--- config.mk ---
export PLATFORM = sky130hd
export DESIGN_NAME = invaders
export DESIGN_NICKNAME = d
export VERILOG_FILES = /design/src/rtl/invaders.sv
export SDC_FILE = /design/constraint.sdc
export NUM_CORES = 1
export LEC_CHECK = 0
export BUFFER_PORTS_ARGS = -buffer_cell sky130_fd_sc_hd__buf_2
export CAP_MARGIN = 20
export CORE_MARGIN = 10
export CORE_UTILIZATION = 45
export DETAILED_ROUTE_END_ITERATION = 7
export PLACE_DENSITY = 0.63
export SLEW_MARGIN = 20
export SYNTH_ARGS = -nofsm -noshare
export SYNTH_HDL_FRONTEND = slang
export SYNTH_SLANG_ARGS = --single-unit
--- constraint.sdc ---
create_clock -name clk_25MHz -period 3.2 [get_ports clk_25MHz]
set_input_delay 0 -clock clk_25MHz [delete_from_list [all_inputs] [get_ports clk_25MHz]]
set_output_delay 0 -clock clk_25MHz [all_outputs]
set_load 0.02 [all_outputs]
--- src/rtl/invaders.sv ---
// Invader formation engine: one row of 20 slots that marches, descends at the edges and resolves bullet hits.
// Formation and hit updates are registered one cycle after inputs; the formation never stalls, only start gates a wave.
module invaders #(
  parameter int MOVE_PERIOD = 25_000_000
) (
  input  logic        clk_25MHz,
  input  logic        reset,
  input  logic        start,
  input  logic [4:0]  bullet_x,
  input  logic [3:0]  bullet_y,
  input  logic [2:0]  level,
  output logic        hit,
  output logic [19:0] invaders_array,
  output logic [4:0]  invaders_line
);

  localparam int CW = (MOVE_PERIOD < 2) ? 1 : $clog2(MOVE_PERIOD + 1);
  localparam logic [CW-1:0] MP_V = CW'(MOVE_PERIOD);
  localparam logic [19:0] WAVE = 20'h0AAAA;
  localparam logic [4:0]  LANDED = 5'd16;

  typedef enum logic {S_IDLE, S_RUN} state_t;
  typedef enum logic {DIR_RIGHT, DIR_LEFT} dir_t;

  state_t        r_state, w_state_nxt;
  dir_t          r_dir, w_dir_nxt;
  logic [19:0]   r_arr, w_arr_nxt;
  logic [4:0]    r_line, w_line_nxt;
  logic [CW-1:0] r_cnt, w_cnt_nxt;
  logic          r_hit, w_hit_nxt;

  logic [CW-1:0] w_shifted;
  logic [CW-1:0] w_period;
  logic          w_step;
  logic [19:0]   w_mask;
  logic          w_collide;

  assign w_shifted = MP_V >> level;
  assign w_period  = (w_shifted == '0) ? CW'(1) : w_shifted;
  // >= keeps the counter from running past a period shortened by a level change
  assign w_step    = (r_cnt >= w_period - CW'(1));

  // An out-of-range column shifts the mask to zero, so it can never hit
  assign w_mask    = 20'd1 << bullet_x;
  assign w_collide = (r_state == S_RUN) && (r_line < LANDED) &&
                     (bullet_y == r_line[3:0]) && ((r_arr & w_mask) != 20'd0);

  always_comb begin
    w_state_nxt = r_state;
    w_dir_nxt   = r_dir;
    w_arr_nxt   = r_arr;
    w_line_nxt  = r_line;
    w_cnt_nxt   = r_cnt;
    w_hit_nxt   = 1'b0;
    case (r_state)
      S_IDLE: begin
        if (start) begin
          w_state_nxt = S_RUN;
          w_arr_nxt   = WAVE;
          w_line_nxt  = 5'd0;
          w_dir_nxt   = DIR_RIGHT;
          w_cnt_nxt   = '0;
        end
      end
      S_RUN: begin
        if (w_collide) begin
          w_arr_nxt = r_arr & ~w_mask;
          w_hit_nxt = 1'b1;
        end
        // The step sees the array with this cycle's kill already removed
        if (w_step) begin
          w_cnt_nxt = '0;
          if (r_dir == DIR_RIGHT) begin
            if (!w_arr_nxt[19]) begin
              w_arr_nxt = w_arr_nxt << 1;
            end else begin
              w_line_nxt = r_line + 5'd1;
              w_dir_nxt  = DIR_LEFT;
            end
          end else begin
            if (!w_arr_nxt[0]) begin
              w_arr_nxt = w_arr_nxt >> 1;
            end else begin
              w_line_nxt = r_line + 5'd1;
              w_dir_nxt  = DIR_RIGHT;
            end
          end
        end else begin
          w_cnt_nxt = r_cnt + CW'(1);
        end
        if ((w_arr_nxt == 20'd0) || (w_line_nxt == LANDED)) begin
          w_state_nxt = S_IDLE;
        end
      end
      default: w_state_nxt = S_IDLE;
    endcase
  end

  always_ff @(posedge clk_25MHz or negedge reset) begin
    if (!reset) begin
      r_state <= S_IDLE;
      r_dir   <= DIR_RIGHT;
      r_arr   <= 20'd0;
      r_line  <= 5'd0;
      r_cnt   <= '0;
      r_hit   <= 1'b0;
    end else begin
      r_state <= w_state_nxt;
      r_dir   <= w_dir_nxt;
      r_arr   <= w_arr_nxt;
      r_line  <= w_line_nxt;
      r_cnt   <= w_cnt_nxt;
      r_hit   <= w_hit_nxt;
    end
  end

  assign hit            = r_hit;
  assign invaders_array = r_arr;
  assign invaders_line  = r_line;

endmodule

# --- After elaboration in Yosys (flattened, before gate mapping) ---
# Cells that the tools add are included.
word_totals:
  latch_bits: 0
  regBits: 53
  rom_bits: 0
  ram_bits: 0
  n_memories: 0
  wordCells: 60
  in_bits: 15
  output_inout_bits: 26
classes:
  n_bitwise: 4
  n_shift: 2
  addsub: 3
  n_reduce_logical: 8
  multipliers: 0
  eq_ne: 4
  n_mux: 31
  div: 0
  magnitude_cmp: 2
ops:
  columns: ["op", "n"]
  rows:
  - ["20-bit two-way mux", 8]
  - ["25-bit two-way mux", 3]
  - ["25-bit one-hot mux with 2 select lines", 1]
  - ["20-bit bitwise AND", 2]
  - ["20-bit one-hot mux with 2 select lines", 1]
  - ["5-bit two-way mux", 6]
  - ["25-bit by 1-bit adder with 25-bit output, second input constant", 1]
  - ["25-bit greater-or-equal comparator", 1]
  - ["25-bit zero test", 1]
  - ["25-bit by 3-bit >> shifter with 25-bit output, first input constant", 1]
  - ["25-bit by 1-bit subtractor with 25-bit output, second input constant", 1]
  - ["20-bit zero test", 1]
  - ["20-bit inverter", 1]
  - ["20-bit nonzero test", 1]
  - ["1-bit by 5-bit left shift with 20-bit output, first input constant", 1]
  - ["5-bit one-hot mux with 2 select lines", 1]
  - ["1-bit two-way mux", 9]
  - ["5-bit by 1-bit adder with 5-bit output, second input constant", 1]
  - ["5-bit == test, second input constant", 1]
  - ["5-bit < comparator, second input constant", 1]
  - ["4-bit == test", 1]
  - ["1-bit one-hot mux with 2 select lines", 2]
  - ["1-bit logical AND", 3]
  - ["2-bit by 1-bit inequality test with 1-bit output, second input constant", 1]
  - ["other kinds (4)", 4]

# --- Logic depth before layout (Yosys ltp) ---
# Gate-level depths: netlist of run 1.
depth:
  ltp_word: 14
  ltp_mapped: 20
  depth_no_buf: 18

# --- Least setup slack after synthesis of run 1 ---
# No wires, ideal clock.
synth_timing:
  path_type: "in2reg"
  from: "input level[2]"
  to: "register r_state"
  path_slack_ps: -587
  setup_time_ps: 136
  arrival_ps: 3651
  path_stages: 20
  path_buffers: 2
  required_ps: 3064
  path_cell_list: "clkbuf_1 clkinv_1 nor2_1 nand2_1 ha_1 or3_1 nand2_1 a21oi_1 ha_1 nand4_1 o21ai_0 nor3_1 o211ai_1 and2_1 clkbuf_1 a21oi_1 a211oi_1 nand4b_1 nor4_1 a31oi_1"
synth_between:
  elab_chain_cells: 11
  word_cells_on_any_way: 14
  cone_classes: "add/sub: 1; order compare: 1; eq/ne: 1; shift: 1; mux: 7; reduce/logical: 3"
synth_lines:
  columns: ["item", "line", "rtl"]
  rows:
  - ["start, declared", "11", "input logic [2:0] level,"]
  - ["25-bit by 3-bit >> shifter with 25-bit output *", "38", "assign w_shifted = MP_V >> level;"]
  - ["25-bit zero test", "39", "assign w_period = (w_shifted == '0) ? CW'(1) : w_shifted;"]
  - ["25-bit two-way mux *", "39", null]
  - ["25-bit by 1-bit subtractor with 25-bit output *", "41", "assign w_step = (r_cnt >= w_period - CW'(1));"]
  - ["25-bit greater-or-equal comparator *", "41", null]
  - ["20-bit two-way mux / 5-bit two-way mux (equally long branches)", "71", "if (w_step) begin"]
  - ["20-bit two-way mux / 5-bit two-way mux (equally long branches)", "55", "case (r_state)"]
  - ["20-bit zero test / 5-bit == test (equally long branches)", "91", "if ((w_arr_nxt == 20'd0) || (w_line_nxt == LANDED)) begin"]
  - ["1-bit logical OR *", "91", null]
  - ["1-bit two-way mux *", "91", null]
  - ["1-bit one-hot mux with 2 select lines *", "55", null]
  - ["net w_state_nxt", "25", "state_t r_state, w_state_nxt;"]
  - ["end signal, assigned", "108", "r_state <= w_state_nxt;"]
  - ["end, declared", "25", null]
# The timed path passes the listed nets; every way through them passes the cells marked *. The select of a mux whose other input is x is not followed.
# A chain may end at the register's enable or synchronous reset.

# --- Worst setup path in the final report of run 1 ---
layout_timing:
  from: "register r_arr[19], in the netlist invaders_array[19]"
  to: "register r_state"
layout_between:
  elab_chain_cells: 13
  word_cells_on_any_way: 21
  cone_classes: "eq/ne: 1; mux: 14; bitwise: 2; reduce/logical: 4"
layout_lines:
  columns: ["item", "line", "rtl"]
  rows:
  - ["start, declared", "27", "logic [19:0] r_arr, w_arr_nxt;"]
  - ["start signal, assigned", "110", "r_arr <= w_arr_nxt;"]
  - ["20-bit bitwise AND", "46", "(bullet_y == r_line[3:0]) && ((r_arr & w_mask) != 20'd0);"]
  - ["20-bit nonzero test", "46", null]
  - ["1-bit logical AND", "46", null]
  - ["20-bit two-way mux *", "66", "if (w_collide) begin"]
  - ["20-bit two-way mux *", "55", null]
  - ["20-bit two-way mux (tied with other cells)", "74", "if (!w_arr_nxt[19]) begin"]
  - ["20-bit two-way mux / 5-bit two-way mux (equally long branches)", "73", "if (r_dir == DIR_RIGHT) begin"]
  - ["20-bit two-way mux / 5-bit two-way mux (equally long branches)", "71", null]
  - ["20-bit two-way mux / 5-bit two-way mux (equally long branches)", "55", null]
  - ["20-bit zero test / 5-bit == test (equally long branches)", "91", null]
  - ["1-bit logical OR *", "91", null]
  - ["1-bit two-way mux *", "91", null]
  - ["1-bit one-hot mux with 2 select lines *", "55", null]
  - ["net w_state_nxt", "25", null]
# Marks and branches as above.

==> results of run 1 <==
==> cell type report <==
| cell class | count | area, µm² | share of cell area |
|---|---|---|---|
| Timing Repair Buffer | 124 | 873 | 0.162 |
| Sequential cell | 53 | 1330 | 0.246 |
| Multi-Input combinational cell | 430 | 2860 | 0.529 |
| Clock buffer | 7 | 86.3 | 0.0160 |
| Tap cell | 129 | 161 | 0.0299 |
| Clock inverter | 1 | 30.0 | 0.00556 |
| Inverter | 16 | 65.1 | 0.0120 |
==> state kept, by name, summed over array words and instances (netlist names) <==
register        cells
r_state             1
invaders_line       5
hit                 1
r_cnt              25
invaders_array     20
r_dir               1
==> routing by layer <==
metal	wire [µm]	vias up	GRT usage	part of all wire
li1	-	2164	-	-
met1	6200	2164	0.248	0.43
met2	7180	147	0.363	0.50
met3	524	33	0.0225	0.037
met4	363	0	0.0672	0.025
met5	0	-	0	0
==> power by group through the flow <==
stage	Combinational, µW	Sequential [µW]	Clock [µW]
after floorplan	524	1010	0
after global placement	1100	935	0
after detailed placement	1110	939	0
after CTS	1120	925	506
after global routing	1240	944	534
final	1130	932	488
==> placed cells by master (no fill, tap or decap), types with 4 or more instances in the layout <==
master	instances
nand3b_1	4
and2_1	4
nand2b_1	5
o22a_1	5
clkbuf_8	6
nor3_1	12
o211ai_1	4
o21ai_0	68
mux2i_1	7
o31a_1	8
or2_2	6
a22oi_1	4
nand2_1	80
a21oi_1	21
or3_1	5
o22ai_1	7
nor2_1	26
xnor2_1	7
inv_1	15
xor2_1	8
nor2b_1	4
nand3_1	13
ha_1	27
a2bb2oi_1	4
nor4_1	4
nand4_1	6
and3_1	12
a31oi_1	5
dfrtp_1	53
a22o_1	4
buf_2	40
buf_4	79
o31ai_1	8
==> metrics by stage <==
stage	cell area (µm²)	total power [µW]	setup slack (ns)	setup TNS [ns]	util
floorplan	4350	1530	0.0272	0	-
global placement	5230	2040	-0.104	-0.104	0.563
detailed placement	5230	2050	-0.163	-0.196	0.563
CTS	5370	2550	0.0363	0	0.578
global route	5400	2720	-0.0911	-0.0911	0.582
finish	5400	2550	0.0104	0	0.582
==> worst max path at each step <==
stage          slack (ns)  depth (start not counted)  endpoint
6_report             0.01                         10   r_state
3_3_place_gp        -0.10                         18   r_state
4_1_cts              0.04                         10   r_state
3_5_place_dp        -0.16                         19   r_state
5_1_grt             -0.09                         18   r_state
2_1_floorplan        0.03                         19   r_state
==> cell families after synthesis <==
kind of cell / share of synthesized area
AO/OA/AOI/OAI: 0.277
XOR/XNOR: 0.0305
adder cells (fa/ha/maj): 0.0813
buffers and inverters: 0.0398
flip-flops: 0.308
multiplexers: 0.0224
AND/OR/NAND/NOR: 0.242
==> what timing repair did <==
item	4_1_cts	5_1_grt
buffers inserted	0	2
resized for setup	2	3
hold buffers	2	0
setup endpoints to repair	1	2
pin swaps	0	4
hold endpoints to repair	35	0
==> critical path: stages, from the launching register on <==
cell	delay (ns)
dfrtp_1	0.39
mux2i_1	0.34
o32ai_2	0.16
nor4_4	0.47
and4_4	0.39
o211ai_2	0.18
and3_2	0.30
o22ai_1	0.25
nand4_1	0.13
nor4_1	0.31
a31oi_1	0.12
==> impl_metrics.py, run 1 <==
metrics = {
    "timing": {
        "tightest_slew_ns": 0.835,
        "final.setup_skew_ns": 0.00731,
        "slew_viol_final": 0,
        "setup_viol": 0,
        "fmax_mhz": 314,
        "min_period_ns": 3.19,
        "slew_headroom": 0.443,
        "min_period_over_period": 0.997,
        "finalHoldViolCount": 0,
        "rsz0062_at_grt": "true",
        "whs_ns": 0.327,
    },
    "synth": {
        "yosys.area.top_type": "dfrtp_1",
        "synth_cell_types": 71,
        "avgSynthCellArea_um2": 8.24,
        "seq_area_frac_synth": 0.308,
        "syn-instance-count": 523,
        "netlist_area_um2": 4310,
        "synth_seq_cells": 53,
        "synthTopCellsByArea": "dfrtp_1, ha_1, o21ai_0",
        "async_flop_share": 1.00,
        "synth_top_area_share": 0.308,
        "synth-edff-count": 0,
        "synth_common_cells": "nand2_1, o21ai_0, dfrtp_1, ha_1, nor2_1",
        "synthFlopType": "dfrtp_1",
        "synth_most_common_cell": "nand2_1",
        "syn-num-nets": 566,
        "yosysWarnings": 0,
    },
    "clocking": {
        "path_clk_slew_ns": 0.10,
        "cts_buffers": 5,
        "cts_max_path_buffers": 2,
        "numClockSinks": 53,
        "cts_root_buf": "clkbuf_8",
        "clk_latency_ns": 0.31,
        "h-tree-depth": 2,
        "cts_tree": "done",
    },
    "global_routing": {
        "grt_pass1_vias": 4616,
        "grt_max_degree": 34,
        "grt_pass1_wl_mm": 23.9,
        "antenna_found_initial": 0,
        "gr-total-overflow": 0,
        "grt.total_usage": 0.204,
    },
    "power_and_ir_drop": {
        "p_leak_uw": 0.00246,
        "combPwrFrac": 0.444,
        "powerDensity_nw_per_um2": 473,
        "power.net_switching_uw": 997,
        "peakVddDrop_mv": 0.231,
        "switching_share": 0.390,
        "p_int_uw": 1560,
        "seq_power_share": 0.365,
        "pwr-share-clk": 0.191,
    },
    "floorplan": {
        "core_area_um2": 9280,
        "die_height_um": 118,
        "die_w_um": 118,
        "rows": 35,
        "pin_count": 41,
        "fp.dieArea_um2": 13900,
        "initial_core_util": 0.464,
    },
    "place": {
        "place_hpwl_mm": 11.1,
        "globalplace.congestion": 0.934,
        "dp.cells": 748,
        "io_buffers": 40,
    },
    "critical_path": {
        "worstRegToRegCells": 10,
        "critPathLaunch": "invaders_array[19]",
        "worstReg2RegEnd": "r_state",
        "worstPathArrival_ns": 3.37,
        "critPathKind": "reg2reg",
        "critPathLaunchType": "flop",
        "r2r_setup_slack_ns": 0.01,
        "worstPathRequired_ns": 3.38,
        "path_max_fanout": 8,
        "timing.rr.start": "invaders_array[19]",
        "critPathCaptureType": "flop",
    },
    "detailed_routing": {
        "drtIter0Drc": 292,
        "vias": 4508,
        "drc": 0,
        "wirelength_mm": 14.3,
        "firstDrtPassIters": 6,
        "routedWlPerCell_um": 18.8,
        "antenna_left": 0,
        "via_per_inst": 5.93,
    },
    "final_layout": {
        "final_layout_size_suffix_gt1_frac": 0.260,
        "nNetsFinal": 673,
        "syn_to_final_growth_pct": 25.4,
        "nFillCells": 869,
        "final_cells": 760,
        "diodes": 0,
    },
    "run_status": {
        "status": "complete, no violations",
    },
    "worst_hold_path": {
        "hp-class": "in2async",
    },
    "flow_run": {
        "drv_cap": 0,
    },
}
No activity file was read; power rests on OpenSTA's default activity.
==> inputs of run 2 (changes only) <==
Settings changed: ABC_AREA from default to 1.
==> run 2 against run 1 <==
  * Sequential share of layout area is 0.25 points higher
  * Via count is 12% higher
  * Clock power is 14% lower
  * Critical path type unchanged
  * Critical endpoint unchanged
==> impl_metrics.py, run 2 <==
metrics = {
    "run_status": {
        "status": "complete, no violations",
    },
    "detailed_routing": {
        "routedWlPerCell_um": 15.2,
        "wirelength_mm": 14.4,
        "firstDrtPassIters": 6,
        "vias": 5039,
        "via_per_inst": 5.33,
        "drc": 0,
        "antenna_left": 0,
        "drtIter0Drc": 444,
    },
    "critical_path": {
        "critPathKind": "reg2reg",
        "worstPathArrival_ns": 3.02,
        "worstReg2RegEnd": "r_state",
        "critPathCaptureType": "flop",
        "timing.rr.start": "r_cnt[16]",
        "path_buf_inv": 1,
        "critPathLaunchType": "flop",
        "cp_cell_sequence": "ha_1 -> nand2_1 -> nor2_1 -> nand4_1 -> nor3_1 -> nand2_1 -> nand3_1 -> buf_12 -> nand3_2 -> nand2_1 -> nand3_1 -> a21oi_1 -> nand2_1 -> nor2_1 -> nand3_1 -> nand2_1 -> nand2_1",
        "path_max_fanout": 25,
        "path_common_cell": "nand2_1",
        "worstRegToRegCells": 17,
        "slowest_stage": "dfrtp_1",
        "critPathLaunch": "r_cnt[16]",
        "r2r_setup_slack_ns": 0.40,
        "slowest_delay_ns": 0.46,
        "worstPathRequired_ns": 3.42,
        "crit_family": "simple AND/OR/NAND/NOR gates",
    },
    "final_layout": {
        "final_cells": 946,
        "regMostFlops": "r_cnt",
        "nFillCells": 1093,
        "final_cell_mix": "nand2_1, nor2_1, inv_1",
        "syn_to_final_growth_pct": 11.1,
        "diodes": 0,
        "nNetsFinal": 852,
        "largest_reg_flops": 25,
        "multi_input_area_um2": 2980,
        "ff_latch_area_um2": 1330,
        "final_layout_size_suffix_gt1_frac": 0.125,
        "layout_commonest_cell": "nand2_1",
        "post-route-util": 0.516,
    },
    "clocking": {
        "numClockSinks": 53,
        "postCtsSetupBuffers": 0,
        "cts_tree": "done",
        "cts_root_buf": "clkbuf_8",
        "cts_max_path_buffers": 2,
        "clk_latency_ns": 0.32,
        "h-tree-depth": 2,
        "path_clk_slew_ns": 0.10,
        "cts_buffers": 5,
    },
    "floorplan": {
        "core_area_um2": 10400,
        "initial_core_util": 0.464,
        "pin_count": 41,
        "die_height_um": 123,
        "fp.dieArea_um2": 15200,
        "die_w_um": 123,
        "rows": 37,
    },
    "power_and_ir_drop": {
        "combPwrFrac": 0.507,
        "seq_power_share": 0.345,
        "fin_total_pwr_uw": 2840,
        "p_int_uw": 1460,
        "pwr-share-clk": 0.147,
        "powerDensity_nw_per_um2": 531,
        "power.net_switching_uw": 1380,
        "p_leak_uw": 0.00268,
        "switching_share": 0.487,
        "peakVddDrop_mv": 0.262,
    },
    "global_routing": {
        "grt_pass1_wl_mm": 23.7,
        "grt_pass1_vias": 4800,
        "antenna_found_initial": 0,
        "gr-total-overflow": 0,
        "grt.total_usage": 0.191,
        "grt_max_degree": 40,
    },
    "timing": {
        "finalHoldViolCount": 0,
        "fmax_mhz": 357,
        "rsz0062_at_grt": "false",
        "tightest_slew_ns": 0.919,
        "slew_headroom": 0.386,
        "final.setup_skew_ns": 0.00393,
        "slew_viol_final": 0,
        "tns_ns": 0,
        "setup_viol": 0,
        "min_period_ns": 2.80,
        "finalWorstSetupSlack_ns": 0.402,
        "min_period_over_period": 0.875,
    },
    "synth": {
        "synth_common_cells": "nand2_1, nor2_1, inv_1, nand3_1, dfrtp_1",
        "synth-edff-count": 0,
        "seq_area_frac_synth": 0.276,
        "synth_top_area_share": 0.276,
        "yosys.area.top_type": "dfrtp_1",
        "syn-instance-count": 763,
        "synth_cell_types": 38,
        "avgSynthCellArea_um2": 6.31,
        "yosysWarnings": 0,
        "synth_seq_cells": 53,
        "synthFlopType": "dfrtp_1",
        "synth_most_common_cell": "nand2_1",
        "netlist_area_um2": 4810,
        "async_flop_share": 1.00,
        "syn-num-nets": 806,
        "synthTopCellsByArea": "dfrtp_1, nand2_1, nor2_1",
    },
    "place": {
        "place_ws_ns": 0.127,
        "globalplace.congestion": 1.02,
        "dp.cells": 936,
        "place_hpwl_mm": 11.5,
        "io_buffers": 40,
    },
    "flow_run": {
        "drv_cap": 0,
    },
    "worst_hold_path": {
        "hp-class": "in2async",
    },
}
[run 2: cell count changes after synthesis, moves of 12 or more]
cell     before  now
nor2_1       27  105
and3_1       12    0
nand2_1      81  214
nand3_1      13   62
nand4_1       6   18
inv_1        15   96
o21ai_0      69   39
o22ai_1       7   22
[run 2: final cells by class]
| type | instances | area share |
|---|---|---|
| multi-input combinational | 581 | 0.557 |
| sequential | 53 | 0.248 |
| tap | 136 | 0.0318 |
| timing repair buffer | 60 | 0.0688 |
| clock buffer | 6 | 0.0154 |
| inverter | 108 | 0.0768 |
| clock inverter | 2 | 0.00257 |
[run 2: worst reg2reg max path: cells and delay by family, from the launching register on]
kind	cells	cell delay, ns
AND/OR/NAND/NOR	14	1.55
flip-flops	1	0.46
AO/OA/AOI/OAI	1	0.12
buffers and inverters	1	0.19
adder cells (fa/ha/maj)	1	0.37
[run 2: repair_timing]
item / 4_1_cts / 5_1_grt
endpoints found under the setup margin: 0 / 1
resized for setup: 0 / 1
endpoints found under the hold margin: 39 / 0
hold buffers: 2 / 0
[run 2: cell families (layout without fill, tap and decap cells)]
| logic type | Yosys count | in the layout | share of synthesized area |
|---|---|---|---|
| compound gates | 108 | 108 | 0.129 |
| xor+xnor | 11 | 11 | 0.0200 |
| fa+ha+maj | 28 | 28 | 0.0728 |
| buf+inv | 129 | 176 | 0.107 |
| flops | 53 | 53 | 0.276 |
| simple gates | 434 | 434 | 0.396 |
[run 2: power by group through the flow]
| stage | Clock, µW | Combinational, µW | Sequential (µW) |
|---|---|---|---|
| 2_1_floorplan | 0 | 832 | 1080 |
| 3_3_place_gp | 0 | 1430 | 991 |
| 3_5_place_dp | 0 | 1430 | 994 |
| 4_1_cts | 442 | 1440 | 980 |
| 5_1_grt | 454 | 1610 | 999 |
| 6_report | 418 | 1440 | 980 |
[run 2: worst max-delay path by stage]
stage / endpoint / slack (ns) / cells after the start
3_3_place_gp: r_state / 0.16 / 22
4_1_cts: r_state / 0.24 / 18
5_1_grt: r_state / 0.06 / 27
2_1_floorplan: r_state / 0.24 / 25
6_report: r_state / 0.40 / 17
3_5_place_dp: r_state / 0.13 / 24
[run 2: stage by stage]
stage / hold slack, ns / cell area [µm²]
floorplan: -0.296 / 4810
global placement: 0.172 / 5230
detailed placement: 0.185 / 5230
CTS: 0.356 / 5340
global route: 0.406 / 5350
finish: 0.338 / 5350
[run 2: per-layer routing]
layer,track usage,part of all wire,vias up,routed length [µm]
met5,0,0,-,0
met4,0.0546,0.018,0,261
met3,0.0273,0.059,22,847
met2,0.313,0.46,147,6540
met1,0.256,0.47,2309,6710
li1,-,-,2561,-
==> inputs of run 3 (changes only) <==
Clock period 3.2 ns to 3.6 ns, I/O delays scaled along.
==> run 3 against run 2 <==
  * Total power shrank 12%
  * Clock-buffer cell count shrank 1
  * Largest cell class unchanged
  * Register-to-register slack gained 0.11 ns
  * Via count grew 0.40%
  * Sequential share of layout area grew 0.42 points
  * Utilization shrank 0.86 points
  * Combinational power shrank 15%
  * Clock power shrank 11%
  * Critical path depth grew 1
  * Die area is the same
  * Setup slack gained 0.11 ns
  * Largest power group unchanged
==> impl_metrics.py, run 3 (synthesis results as in run 2) <==
metrics = {
    "run_status": {
        "status": "complete, no violations",
    },
    "timing": {
        "finalHoldViolCount": 0,
        "whs_ns": 0.254,
        "slew_viol_final": 0,
        "rsz0062_at_grt": "false",
        "min_period_over_period": 0.859,
        "final.setup_skew_ns": 0.0107,
        "fmax_mhz": 323,
        "min_period_ns": 3.09,
        "slew_headroom": 0.433,
        "tightest_slew_ns": 0.848,
        "setup_viol": 0,
        "tns_ns": 0,
    },
    "final_layout": {
        "diodes": 0,
        "largest_reg_flops": 25,
        "final_cells": 935,
        "syn_to_final_growth_pct": 9.28,
        "fin_area_um2": 5260,
        "regMostFlops": "r_cnt",
        "nNetsFinal": 841,
        "layout_commonest_cell": "nand2_1",
        "final_layout_size_suffix_gt1_frac": 0.111,
        "final_cell_mix": "nand2_1, nor2_1, inv_1",
    },
    "critical_path": {
        "path_buf_inv": 1,
        "path_max_fanout": 13,
        "critPathKind": "reg2reg",
        "slowest_delay_ns": 0.68,
        "critPathLaunchType": "flop",
        "worstPathArrival_ns": 3.33,
        "critPathCaptureType": "flop",
        "crit_family": "simple AND/OR/NAND/NOR gates",
        "cp_cell_sequence": "nand4_1 -> nand2_1 -> nor2_1 -> nand3_1 -> o21bai_1 -> nand2_1 -> nand3_1 -> nand2_4 -> nand2_4 -> nand2_1 -> nand2_1 -> nand2_1 -> inv_1 -> nand2_1 -> nor2_1 -> nand3_1 -> nand2_1 -> nand2_1",
        "slowest_stage": "o21bai_1",
        "worstPathRequired_ns": 3.84,
        "path_common_cell": "nand2_1",
    },
    "floorplan": {
        "pin_count": 41,
        "rows": 37,
        "die_height_um": 123,
        "initial_core_util": 0.464,
        "core_area_um2": 10400,
        "fp.dieArea_um2": 15200,
        "die_w_um": 123,
    },
    "detailed_routing": {
        "wirelength_mm": 14.7,
        "firstDrtPassIters": 5,
        "drtIter0Drc": 357,
        "via_per_inst": 5.41,
        "vias": 5059,
        "drc": 0,
        "antenna_left": 0,
        "routedWlPerCell_um": 15.8,
    },
    "place": {
        "place_area_um2": 5140,
        "dp.cells": 925,
        "globalplace.congestion": 0.951,
        "io_buffers": 40,
        "place_hpwl_mm": 11.5,
    },
    "power_and_ir_drop": {
        "powerDensity_nw_per_um2": 476,
        "pwr-share-clk": 0.149,
        "seq_power_share": 0.360,
        "p_int_uw": 1250,
        "power.net_switching_uw": 1250,
        "p_leak_uw": 0.00262,
        "combPwrFrac": 0.492,
        "fin_total_pwr_uw": 2500,
        "peakVddDrop_mv": 0.249,
        "switching_share": 0.501,
    },
    "clocking": {
        "cts_tree": "done",
        "cts_max_path_buffers": 2,
        "numClockSinks": 53,
        "postCtsSetupBuffers": 0,
        "cts_root_buf": "clkbuf_8",
        "cts_buffers": 5,
        "path_clk_slew_ns": 0.11,
        "h-tree-depth": 2,
        "ctsResizeCount": 0,
        "clk_latency_ns": 0.33,
    },
    "global_routing": {
        "antenna_found_initial": 0,
        "grt.total_usage": 0.196,
        "grt_pass1_wl_mm": 24.2,
        "grt_pass1_vias": 4766,
        "grt_max_degree": 40,
        "gr-total-overflow": 0,
    },
    "worst_hold_path": {
        "hp-class": "in2async",
    },
    "flow_run": {
        "drv_cap": 0,
    },
}
[run 3: worst reg2reg max path, stage by stage (launching register included)]
cell      delay [ns]
dfrtp_1         0.47
nand4_1         0.13
nand2_1         0.06
nor2_1          0.20
nand3_1         0.13
o21bai_1        0.68
nand2_1         0.15
nand3_1         0.19
nand2_4         0.12
nand2_4         0.17
nand2_1         0.07
nand2_1         0.14
nand2_1         0.08
inv_1           0.05
nand2_1         0.05
nor2_1          0.10
nand3_1         0.09
nand2_1         0.07
nand2_1         0.04
[run 3: stage by stage]
stage,utilization,setup slack (ns)
6_report,0.507,0.508
4_1_cts,0.507,0.582
5_1_grt,0.507,0.189
3_3_place_gp,0.496,0.389
2_1_floorplan,-,0.643
3_5_place_dp,0.496,0.290
[run 3: power by group through the flow]
stage | combinational, µW | clock, µW | sequential (µW)
after floorplan | 739 | 0 | 959
after global placement | 1210 | 0 | 904
after detailed placement | 1220 | 0 | 908
after CTS | 1220 | 386 | 896
after global routing | 1370 | 397 | 920
final | 1230 | 372 | 899
[run 3: path summary, 6_finish.rpt]
kind / end / from / slack (ns) / depth (start not counted)
worst min register to register: invaders_array[7] / invaders_array[7] / 0.58 / 2
worst max-delay path: r_state / invaders_array[16] / 0.51 / 18
worst min-delay path: invaders_line[2] / reset / 0.25 / 2
worst max register to register: r_state / invaders_array[16] / 0.51 / 18
min in group clk_25MHz: invaders_array[19] / bullet_x[1] / 0.46 / 8
max in group asynchronous: r_cnt[20] / reset / 2.53 / 3
[run 3: layer usage]
| metal | up-vias | global-route usage | wire, µm |
|---|---|---|---|
| li1 | 2546 | - | - |
| met1 | 2340 | 0.271 | 7000 |
| met2 | 145 | 0.312 | 6580 |
| met3 | 28 | 0.0296 | 861 |
| met4 | 0 | 0.0546 | 293 |
| met5 | - | 0 | 0 |
[run 3: area by class of cell]
type	instances	area (µm²)
clock buffers	5	68.8
clock inverters	3	25.0
fillers	1125	5110
inverters	108	410
multi-input cells	581	2970
flip-flops and latches	53	1330
well taps	136	170
repair buffers	49	285
[run 3: what timing repair did]
action | CTS | global route
hold endpoints to repair | 31 | 0
setup endpoints to repair | 0 | 0
hold buffers | 2 | 0
